<file path="config.mk">
export PLATFORM = sky130hd
export DESIGN_NAME = alu_seq
export DESIGN_NICKNAME = d
export VERILOG_FILES = /design/src/rtl/alu_seq_pkg.sv /design/src/rtl/alu_seq_mul.sv /design/src/rtl/alu_seq.sv
export SDC_FILE = /design/constraint.sdc
export NUM_CORES = 1
export LEC_CHECK = 0
export ABC_CLOCK_PERIOD_IN_PS = 4100
export CAP_MARGIN = 30
export CORE_MARGIN = 4
export CORE_UTILIZATION = 55
export CTS_CLUSTER_SIZE = 8
export DETAILED_ROUTE_END_ITERATION = 10
export PLACE_DENSITY = 0.88
export REMOVE_ABC_BUFFERS = 1
export SYNTH_ARGS = -nofsm -noshare
export SYNTH_HDL_FRONTEND = slang
export SYNTH_SLANG_ARGS = --single-unit
export TNS_END_PERCENT = 10
</file>
<file path="constraint.sdc">
create_clock -name clk -period 4.1 [get_ports clk]
set_clock_uncertainty 0.15 [all_clocks]
set_input_delay 0.82 -clock clk [delete_from_list [all_inputs] [get_ports clk]]
set_output_delay 0.82 -clock clk [all_outputs]
set_load 0.005 [all_outputs]
</file>
<file path="src/rtl/alu_seq_pkg.sv">
// Shared opcode encoding, FSM states and the single-cycle ALU evaluation used by alu_seq.
// The ALU function works on a MAX_W-wide zero-extended operand, with msb selecting the live width.
package alu_seq_pkg;

  localparam int OP_W  = 3;
  localparam int MAX_W = 32;

  localparam logic [OP_W-1:0] OP_ADD = 3'b000;
  localparam logic [OP_W-1:0] OP_SUB = 3'b001;
  localparam logic [OP_W-1:0] OP_AND = 3'b010;
  localparam logic [OP_W-1:0] OP_OR  = 3'b011;
  localparam logic [OP_W-1:0] OP_XOR = 3'b100;
  localparam logic [OP_W-1:0] OP_MUL = 3'b101;

  typedef enum logic [1:0] {
    ST_IDLE = 2'd0,
    ST_BUSY = 2'd1,
    ST_DONE = 2'd2
  } state_t;

  typedef struct packed {
    logic [MAX_W-1:0] res;
    logic             carry;
    logic             ovf;
    logic             err;
  } alu_res_t;

  function automatic alu_res_t alu_op(input logic [OP_W-1:0]  op,
                                      input logic [MAX_W-1:0] a,
                                      input logic [MAX_W-1:0] b,
                                      input logic [4:0]       msb);
    alu_res_t         r;
    logic [MAX_W:0]   sum;
    logic [MAX_W-1:0] mask;
    logic             b_sign;
    r      = '0;
    sum    = '0;
    b_sign = 1'b0;
    mask   = {MAX_W{1'b1}} >> (5'(MAX_W - 1) - msb);
    case (op)
      OP_ADD: begin
        sum    = {1'b0, a} + {1'b0, b};
        b_sign = b[msb];
      end
      OP_SUB: begin
        sum    = {1'b0, a} - {1'b0, b};
        b_sign = ~b[msb];
      end
      OP_AND:  r.res = a & b;
      OP_OR:   r.res = a | b;
      OP_XOR:  r.res = a ^ b;
      OP_MUL:  r.res = '0;
      default: r.err = 1'b1;
    endcase
    // Operands are zero-extended, so bit msb+1 of the wide sum is the carry (or borrow for SUB).
    if (op == OP_ADD || op == OP_SUB) begin
      r.res   = sum[MAX_W-1:0] & mask;
      r.carry = sum[{1'b0, msb} + 6'd1];
      r.ovf   = (a[msb] == b_sign) && (sum[msb] != a[msb]);
    end
    return r;
  endfunction

endpackage

</file>
<file path="src/rtl/alu_seq_mul.sv">
// Iterative shift-add unsigned multiplier: one partial product per cycle, WIDTH steps.
// done is a one-cycle pulse in the cycle after the last step, when prod holds the full product.
module alu_seq_mul
  import alu_seq_pkg::*;
#(
  parameter int WIDTH = 4
) (
  input  logic               clk,
  input  logic               rst,
  input  logic               start,
  input  logic [WIDTH-1:0]   a,
  input  logic [WIDTH-1:0]   b,
  output logic               busy,
  output logic               done,
  output logic [2*WIDTH-1:0] prod
);

  localparam int CW = $clog2(WIDTH + 1);

  logic [CW-1:0]      cnt;
  logic [2*WIDTH-1:0] acc;
  logic [2*WIDTH-1:0] mcand;
  logic [WIDTH-1:0]   mplier;

  always_ff @(posedge clk) begin
    if (rst) begin
      cnt  <= '0;
      done <= 1'b0;
    end else begin
      done <= (cnt == CW'(1)) && !start;
      if (start) begin
        cnt <= CW'(WIDTH);
      end else if (cnt != '0) begin
        cnt <= cnt - CW'(1);
      end
    end
  end

  always_ff @(posedge clk) begin
    if (start) begin
      acc    <= '0;
      mcand  <= {{WIDTH{1'b0}}, a};
      mplier <= b;
    end else if (cnt != '0) begin
      if (mplier[0]) begin
        acc <= acc + mcand;
      end
      mcand  <= mcand << 1;
      mplier <= mplier >> 1;
    end
  end

  assign busy = (cnt != '0) || done;
  assign prod = acc;

endmodule

</file>
<file path="src/rtl/alu_seq.sv">
// Sequential ALU with valid/ready on both sides: single-cycle logic/arithmetic ops and a
// multi-cycle unsigned multiply, result and flags held in DONE until the consumer takes them.
module alu_seq
  import alu_seq_pkg::*;
#(
  parameter int WIDTH = 4
) (
  input  logic               clk,
  input  logic               rst,
  input  logic               in_valid,
  output logic               in_ready,
  input  logic [OP_W-1:0]    op_i,
  input  logic [WIDTH-1:0]   a_i,
  input  logic [WIDTH-1:0]   b_i,
  output logic               out_valid,
  input  logic               out_ready,
  output logic [2*WIDTH-1:0] res_o,
  output logic               zero_o,
  output logic               carry_o,
  output logic               ovf_o,
  output logic               neg_o,
  output logic               err_o
);

  localparam int RW = 2 * WIDTH;

  state_t        state;
  state_t        next_state;
  logic          accept;
  logic          is_mul;
  logic          mul_start;
  logic          mul_busy;
  logic          mul_done;
  logic [RW-1:0] mul_prod;
  alu_res_t      alu_r;
  logic [RW-1:0] alu_res;

  assign is_mul    = (op_i == OP_MUL);
  assign accept    = in_valid && in_ready;
  assign mul_start = accept && is_mul;
  assign alu_r     = alu_op(op_i, MAX_W'(a_i), MAX_W'(b_i), 5'(WIDTH - 1));
  assign alu_res   = RW'(alu_r.res);

  alu_seq_mul #(.WIDTH(WIDTH)) u_mul (
    .clk   (clk),
    .rst   (rst),
    .start (mul_start),
    .a     (a_i),
    .b     (b_i),
    .busy  (mul_busy),
    .done  (mul_done),
    .prod  (mul_prod)
  );

  always_ff @(posedge clk) begin
    if (rst) begin
      state <= ST_IDLE;
    end else begin
      state <= next_state;
    end
  end

  always_comb begin
    next_state = state;
    case (state)
      ST_IDLE: begin
        if (accept) next_state = is_mul ? ST_BUSY : ST_DONE;
      end
      ST_BUSY: begin
        if (mul_done)      next_state = ST_DONE;
        else if (!mul_busy) next_state = ST_IDLE;
      end
      ST_DONE: begin
        if (accept)         next_state = is_mul ? ST_BUSY : ST_DONE;
        else if (out_ready) next_state = ST_IDLE;
      end
      default: next_state = ST_IDLE;
    endcase
  end

  always_comb begin
    in_ready  = (state == ST_IDLE) || ((state == ST_DONE) && out_ready);
    out_valid = (state == ST_DONE);
  end

  // Result/flag register: loaded on a single-cycle accept or when the multiplier finishes.
  always_ff @(posedge clk) begin
    if (rst) begin
      res_o   <= '0;
      zero_o  <= 1'b0;
      carry_o <= 1'b0;
      ovf_o   <= 1'b0;
      neg_o   <= 1'b0;
      err_o   <= 1'b0;
    end else if (accept && !is_mul) begin
      res_o   <= alu_res;
      zero_o  <= (alu_res == '0);
      carry_o <= alu_r.carry;
      ovf_o   <= alu_r.ovf;
      neg_o   <= alu_res[WIDTH-1];
      err_o   <= alu_r.err;
    end else if ((state == ST_BUSY) && mul_done) begin
      res_o   <= mul_prod;
      zero_o  <= (mul_prod == '0);
      carry_o <= 1'b0;
      ovf_o   <= 1'b0;
      neg_o   <= mul_prod[RW-1];
      err_o   <= 1'b0;
    end
  end

endmodule

</file>
== Word level (Yosys, flattened, before mapping) ==
Cells that the tools add are included.
Widths: inputs -> output; s select.
Cells by class
  add/sub/neg operators: 4
  eq/ne operators: 13
  muxes and demuxes: 28
  bitwise logic cells: 4
  reduce and logical (&&, ||, !) cells: 23
Operators by type and width (number)
  $logic_not 8->1: 2
  $mux 4: 4
  $mux 8: 2
  $mux 2: 6
  $pmux 4 s3: 1
  $mux 10: 1
  $pmux 5 s2: 1
  $mux 1: 9
  $add 8x8->8: 1
  $logic_and 1x1->1: 7
  $eq 3x1->1 const B: 2
  $eq 3x2->1 const B: 2
  $eq 3x3->1 const B: 2
  $mux 3: 2
  $pmux 2 s3: 1
  $reduce_or 6->1: 1
  $add 4x4->5: 1
  $sub 4x4->5: 1
  $and 4x4->4: 1
  $or 4x4->4: 1
  $reduce_bool 2->1: 2
  $xor 4x4->4: 1
  $logic_not 3->1: 1
  $logic_or 1x1->1: 3
  other kinds (16): 17
Word-level totals
  bits in registers: 39
  input bits: 15
  output and inout bits: 15
  word-level logic and storage cells: 86

== Logic depth before layout (Yosys ltp) ==
  word-level depth: 7
  gate-level depth with buffers: 11

== Modules after synthesis ==
Synthesis repeated with hierarchy kept, for this count alone.
Unflattened totals
  cell total of the unflattened synthesis: 274
  area, all modules: 2439.8 µm²
Modules (own cells, without submodules)
  alu_seq_mul: times used 1, cells an instance 130, area each 1267.5 µm², sequential area each 560.5 µm²
  alu_seq: times used 1, cells an instance 144, area each 1172.4 µm², sequential area each 300.3 µm²

== Least setup slack after synthesis ==
Ideal clock, no wire load.
  path kind: input to register
  start: input port op_i[1]
  end: register zero_o
  arrival: 2.907 ns
  data required time: 3.864 ns
  path slack: 0.957 ns
  stages: 10
  cells stage by stage: nor2_1 a21oi_1 xnor2_1 ha_1 a21oi_1 nand2_1 xor2_1 a221o_1 or3_1 a221oi_2
Between the ends
  longest elaborated chain between the ends: 5
  elaborated cells on any way between the ends: 15
Ends and longest elaborated chain
  from (decl): line alu_seq.sv:12  | input logic [OP_W-1:0] op_i,
  $eq 3x3->1 (tied with other cells): line alu_seq_pkg.sv:40  | case (op)
  $pmux 4 s3 (tied with other cells): line alu_seq_pkg.sv:40
  $mux 10: line alu_seq_pkg.sv:56  | if (op == OP_ADD || op == OP_SUB) begin
  $logic_not 8->1: line alu_seq.sv:97  | zero_o <= (alu_res == '0);
  $mux 1: line alu_seq.sv:95  | end else if (accept && !is_mul) begin
  to (signal assigned): line alu_seq.sv:97
  to (signal assigned): line alu_seq.sv:104  | zero_o <= (mul_prod == '0);
  to (decl): line alu_seq.sv:18  | output logic zero_o,
Several ways; a longest one is shown, not always the timed one.
A chain may end at the register's enable or synchronous reset.

== Worst setup path after layout ==
Same ends and word-level chain as after synthesis.

==> results.md <==
- Worst vdd ir: 0.000572 V
- Final estimated routing congestion in global placement: 0.872
- Post-Syn Area per Cell: 8.71 µm²
- TritonCTS clock tree: done
- Final Util: 0.689
- Overall die area: 5440 µm²
- Yosys warning count: 0
- Placed inst area: 2730 µm²
- Hold Fails Final Rpt: 0
- Fill count: 323
- Total global-route track usage: 0.203
- # port buffers: 29
- XOR/XNOR Fraction of Synth Area: 0.0368
- Max FO, Critical Path: 6
- Diodes inserted: 0
- Leading area contributor after synthesis: dfxtp_1
- Mux contribution to synthesized area: 0.0616
- Hpwl dp: 3.90 mm
- CTS clk-pin slew, worst paths: 0.07 ns
- Post-CTS Resized: 0
- Synthesized-area fraction occupied by adder cells: 0.138
- Post-route cell area: 2810 µm²
- # IOs: 30
- Max-Cap Viols: 0
- Slew HR: 0.505
- Most common library cells after synthesis: nand2_1, dfxtp_1, nor2_1, ha_1, a21oi_1
- CP arrival: 3.64 ns
- DRC viols: 0
- Leakage power: 1.19 nW
- Sequential element share of the synthesized area: 0.362
- CTS Root Cell: clkbuf_8
- Top cell type's share of synthesized area: 0.261
- Simple-Gate Fraction of Synth Area: 0.207
- Cells after Synth: 273
- Max Clock Freq: 278 MHz
- Row count: 23
- Compound-Gate Fraction of Synth Area: 0.152
- Cell Area, Synth: 2380 µm²
- Setup repair after global routing missed its margin: false
- Slew Limit Fails: 0
- Non-filler cells, final: 356
- Remaining Overflow, GRT: 0
- Clock buffer depth: 2
- Pwr/cell area: 555 nW/µm²
- Average vias per placed instance: 5.64
- First-pass GRT wire length: 8.57 mm
- 1st-pass router iterations: 4
- Setup bufs post-CTS: 0
- H-tree depth: 2
- Worst min-delay path category: flip-flop to flip-flop
- # clock sinks: 39
- Finish-stage setup viols: 0
- Die height: 73.7 µm
- Multi-input gate area: 1410 µm²
- Largest net degree at the start of global routing: 20
- Crit path time final: 3.59 ns
- Core ar.: 4090 µm²
- Worst skew pair latency: 0.29 ns
- Least-Margin Pin Slew: 0.740 ns
- Iter 0 DRT Violations: 121
- Final worst-path cycle share: 0.876
- Post-detailed-route wirelength per cell: 13.9 µm
- Ys async rst share: 0
- Nets: 345
- Crit end category: flip-flop
- Prevailing post-synth register cell: dfxtp_1
- CP Class: primary input to flip-flop
- Number of synthesized flops with an enable pin: 8
- Initial Util: 0.582
- Reg area: 861 µm²
- Final setup TNS: 0 ns
- Synth top area cells: dfxtp_1, ha_1, edfxtp_1
- Vias in the first global route: 1883
- Largest family of logic cells by synthesized area: simple AND/OR/NAND/NOR gates
- Final wirelength: 4.97 mm
- Post-cts hold buffer count: 0
- Share of cells above drive strength 1: 0.0686
- Status: completed
- Num CTS Buffers: 5
- Initial antenna violation count: 0
- Post-synth cell types: 47
- Top-count cell post-synth: nand2_1
- Area Overhead vs Synth: 18.4%
- #FFs+latches synth: 39
- Vias: 2007
- Final ANT Viol Nets: 0
- Hold Worst Slack: 0.303 ns
- Die Wd: 73.7 µm
- CP Launch Type: primary input
- Inst Count DP: 348
- Crit path required time: 4.15 ns
==> worst paths after layout <==
check / endpoint / depth (start not counted) / slack, ns / start
worst min-delay path: res_o[7] / 2 / 0.30 / res_o[7]
worst max-delay path: zero_o / 11 / 0.51 / op_i[1]
worst min register to register: res_o[7] / 2 / 0.30 / res_o[7]
worst max register to register: u_mul.prod[6] / 9 / 1.91 / u_mul.prod[0]
==> where the power goes <==
group	switching, W	internal [W]	total [W]
Sequential	0.0000876	0.000537	0.000625
Clock	0.000126	0.000119	0.000246
Combinational	0.000372	0.000318	0.000690
Total	0.000586	0.000975	0.00156
==> placed cells by master (no fill, tap or decap), types with 2 or more instances in the layout <==
master           netlist  final
edfxtp_1               8      8
a21o_1                 3      3
nor4_1                 2      2
or3_1                  2      2
clkbuf_8               0      5
dfxtp_1               31     31
clkdlybuf4s50_1        0     29
o21ai_0               11     11
a211oi_1               3      3
o22ai_1                2      2
inv_1                 16     16
a32oi_1                2      2
nand3_1                2      2
nor3_1                 6      6
a21oi_1               20     20
a31oi_1                5      5
xor2_1                 5      5
a311oi_1               2      2
mux2_2                 5      5
nor3b_1                2      2
nand3b_1               2      2
clkbuf_1               5      2
nand2b_1               4      4
nor2_1                24     24
and2_1                 2      2
and3_1                 2      2
nand2_1               39     39
nor4b_1                3      3
fa_1                   2      2
xnor2_1                5      5
nor2b_1                7      7
buf_4                  0      6
mux2i_1                9      9
ha_1                  23     23
==> layer usage <==
metal | share of wire | track usage | up-vias
li1 | - | - | 1025
met1 | 0.47 | 0.269 | 925
met2 | 0.46 | 0.328 | 52
met3 | 0.064 | 0.0451 | 5
met4 | 0.0089 | 0.0604 | 0
met5 | 0 | 0 | -
==> layout make-up <==
| class | count | share of cell area |
|---|---|---|
| tap | 50 | 0.0222 |
| sequential | 39 | 0.306 |
| clock buffer | 7 | 0.0271 |
| multi-input combinational | 208 | 0.502 |
| inverter | 16 | 0.0213 |
| timing repair buffer | 35 | 0.119 |
| clock inverter | 1 | 0.00178 |
==> logic make-up after synthesis <==
logic type | count (synthesis)
xor+xnor | 10
flops | 39
fa+ha+maj | 25
compound gates | 57
mux | 14
simple gates | 102
buf+inv | 26
==> flip-flops by register name, summed over array words and instances (netlist names) <==
name / flops
err_o: 1
u_mul.prod: 8
ovf_o: 1
state: 2
carry_o: 1
u_mul.done: 1
zero_o: 1
res_o: 8
neg_o: 1
u_mul.mcand: 8
u_mul.cnt: 3
u_mul.mplier: 4
==> worst max-delay path: stages <==
cell and delay (ns):
clkdlybuf4s50_1 0.42, nor2_1 0.35, nand2_1 0.17, mux2i_1 0.31, ha_1 0.30, nand3b_1 0.08
nand2_1 0.06, xor2_1 0.16, a221o_1 0.32, or3_1 0.39, a221oi_2 0.26
==> stage by stage <==
stage | setup slack (ns) | power (W)
4_1_cts | 0.536 | 0.00157
3_3_place_gp | 0.303 | 0.00129
3_5_place_dp | 0.224 | 0.00132
5_1_grt | 0.382 | 0.00171
6_report | 0.507 | 0.00156
2_1_floorplan | 0.957 | 0.00115
Power figures use the tool's default switching activity.
==> RTL change, RTL diff (same settings) <==
The 3 states of `state_t` get a one-hot encoding in 3 bits.
--- a/src/rtl/alu_seq_pkg.sv
+++ b/src/rtl/alu_seq_pkg.sv
@@ -13,8 +13,8 @@
   localparam logic [OP_W-1:0] OP_MUL = 3'b101;
 
-  typedef enum logic [1:0] {
-    ST_IDLE = 2'd0,
-    ST_BUSY = 2'd1,
-    ST_DONE = 2'd2
+  typedef enum logic [2:0] {
+    ST_IDLE = 3'b001,
+    ST_BUSY = 3'b010,
+    ST_DONE = 3'b100
   } state_t;
 
Check against the original RTL: same outputs for any inputs over 10 cycles, from zero or initial values and one cycle with rst high; not proved beyond that.
==> RTL change against the original RTL <==
  * Design area increased by 4.7%
  * Setup slack improved by 0.32 ns
  * Hold slack improved by 0.010 ns
  * Routed wire length increased by 16%
  * Synthesized area increased by 5.5%
  * Sequential cell count increased by 1
  * Critical path depth decreased by 1
  * Register-to-register slack got worse by 0.09 ns
  * Total power increased by 8.5%
  * Largest cell class unchanged
  * Highest routed layer unchanged
==> RTL change: results (changes against the original RTL) <==
metric;value;unit;change
status;complete, no violations;;
Hold Path Sink;res_o[6];;
fill count;356;;+10%
Critical Path Source;op_i[2];;
drt first-iter violations;145;;+20%
Reg2Reg Depth;6;;-3
Most used DFF post-synth;dfxtp_1;;
Total GRT Usage;21.9;%;+1.6 points
fraction of layout cells with a size suffix above 1;7.28;%;+0.42 points
post-synthesis mux area share;2.50;%;-3.7 points
met2 WL;2890;um;+26%
WL met3;264;um;-18%
Worst Path Max Fanout;13;;+7
CP peak stage delay;0.59;ns;+0.17 ns
clk slew on worst S/H paths;0.09;ns;+0.02 ns
Lkg Pwr;0.00120;uW;+0.91%
Synth Area in Compound Gates;20.6;%;+5.5 points
placed inst area;2830;um2;+3.6%
DP HPWL;4370;um;+12%
post-synthesis cell type count;56;;+19%
DP Worst Slack;0.497;ns;+0.273 ns
Tcrit/Tclk final;79.8;%;-7.8 points
FF-to-FF End;u_mul.prod[7];;
total number of vias;2153;;+7.3%
Arr. time, crit path;3.34;ns;-0.30 ns
global routing usage on met2;39.1;%;+6.3 points
non-filler cells, final;368;;+3.4%
Worst R2R Start;u_mul.mcand[2];;
Adder-Cell Fraction of Synth Area;13.1;%;-0.72 points
Routability Congestion;0.868;;-0.46%
synthesized area per cell;8.71;um2;about the same
drt total wl;5740;um;+16%
Cells after DPL;360;;+3.4%
flop2flop setup slack;1.82;ns;-0.09 ns
Post-synth top cells;nand2_1 (43), a21oi_1 (32), dfxtp_1 (32);;
Max VDD drop;0.000244;V;-57%
grt met1 use;26.8;%;-0.18 points
first-pass GRT wire length;9490;um;+11%
met1 wire length;2510;um;+8.5%
RTL change: report_power, final:
part | switching (uW) | internal (uW) | total [uW]
Combinational | 406 | 302 | 708
Clock | 157 | 184 | 341
Sequential | 97.3 | 548 | 645
RTL change: layout make-up:
| class | instances | area (um2) | area share [%] |
|---|---|---|---|
| Multi-Input combinational cell | 219 | 1510 | 51.2 |
| Sequential cell | 40 | 881 | 29.9 |
| Timing Repair Buffer | 32 | 313 | 10.6 |
| Clock buffer | 5 | 68.8 | 2.34 |
| Tap cell | 52 | 65.1 | 2.21 |
| Inverter | 17 | 63.8 | 2.17 |
| Clock inverter | 3 | 45.0 | 1.53 |
RTL change: logic make-up (layout without fill, tap and decap cells):
| logic type | count (synthesis) | in the layout |
|---|---|---|
| compound gates | 75 | 75 |
| xor+xnor | 8 | 8 |
| fa+ha+maj | 25 | 25 |
| buf+inv | 29 | 57 |
| flops | 40 | 40 |
| mux | 6 | 6 |
| simple gates | 105 | 105 |
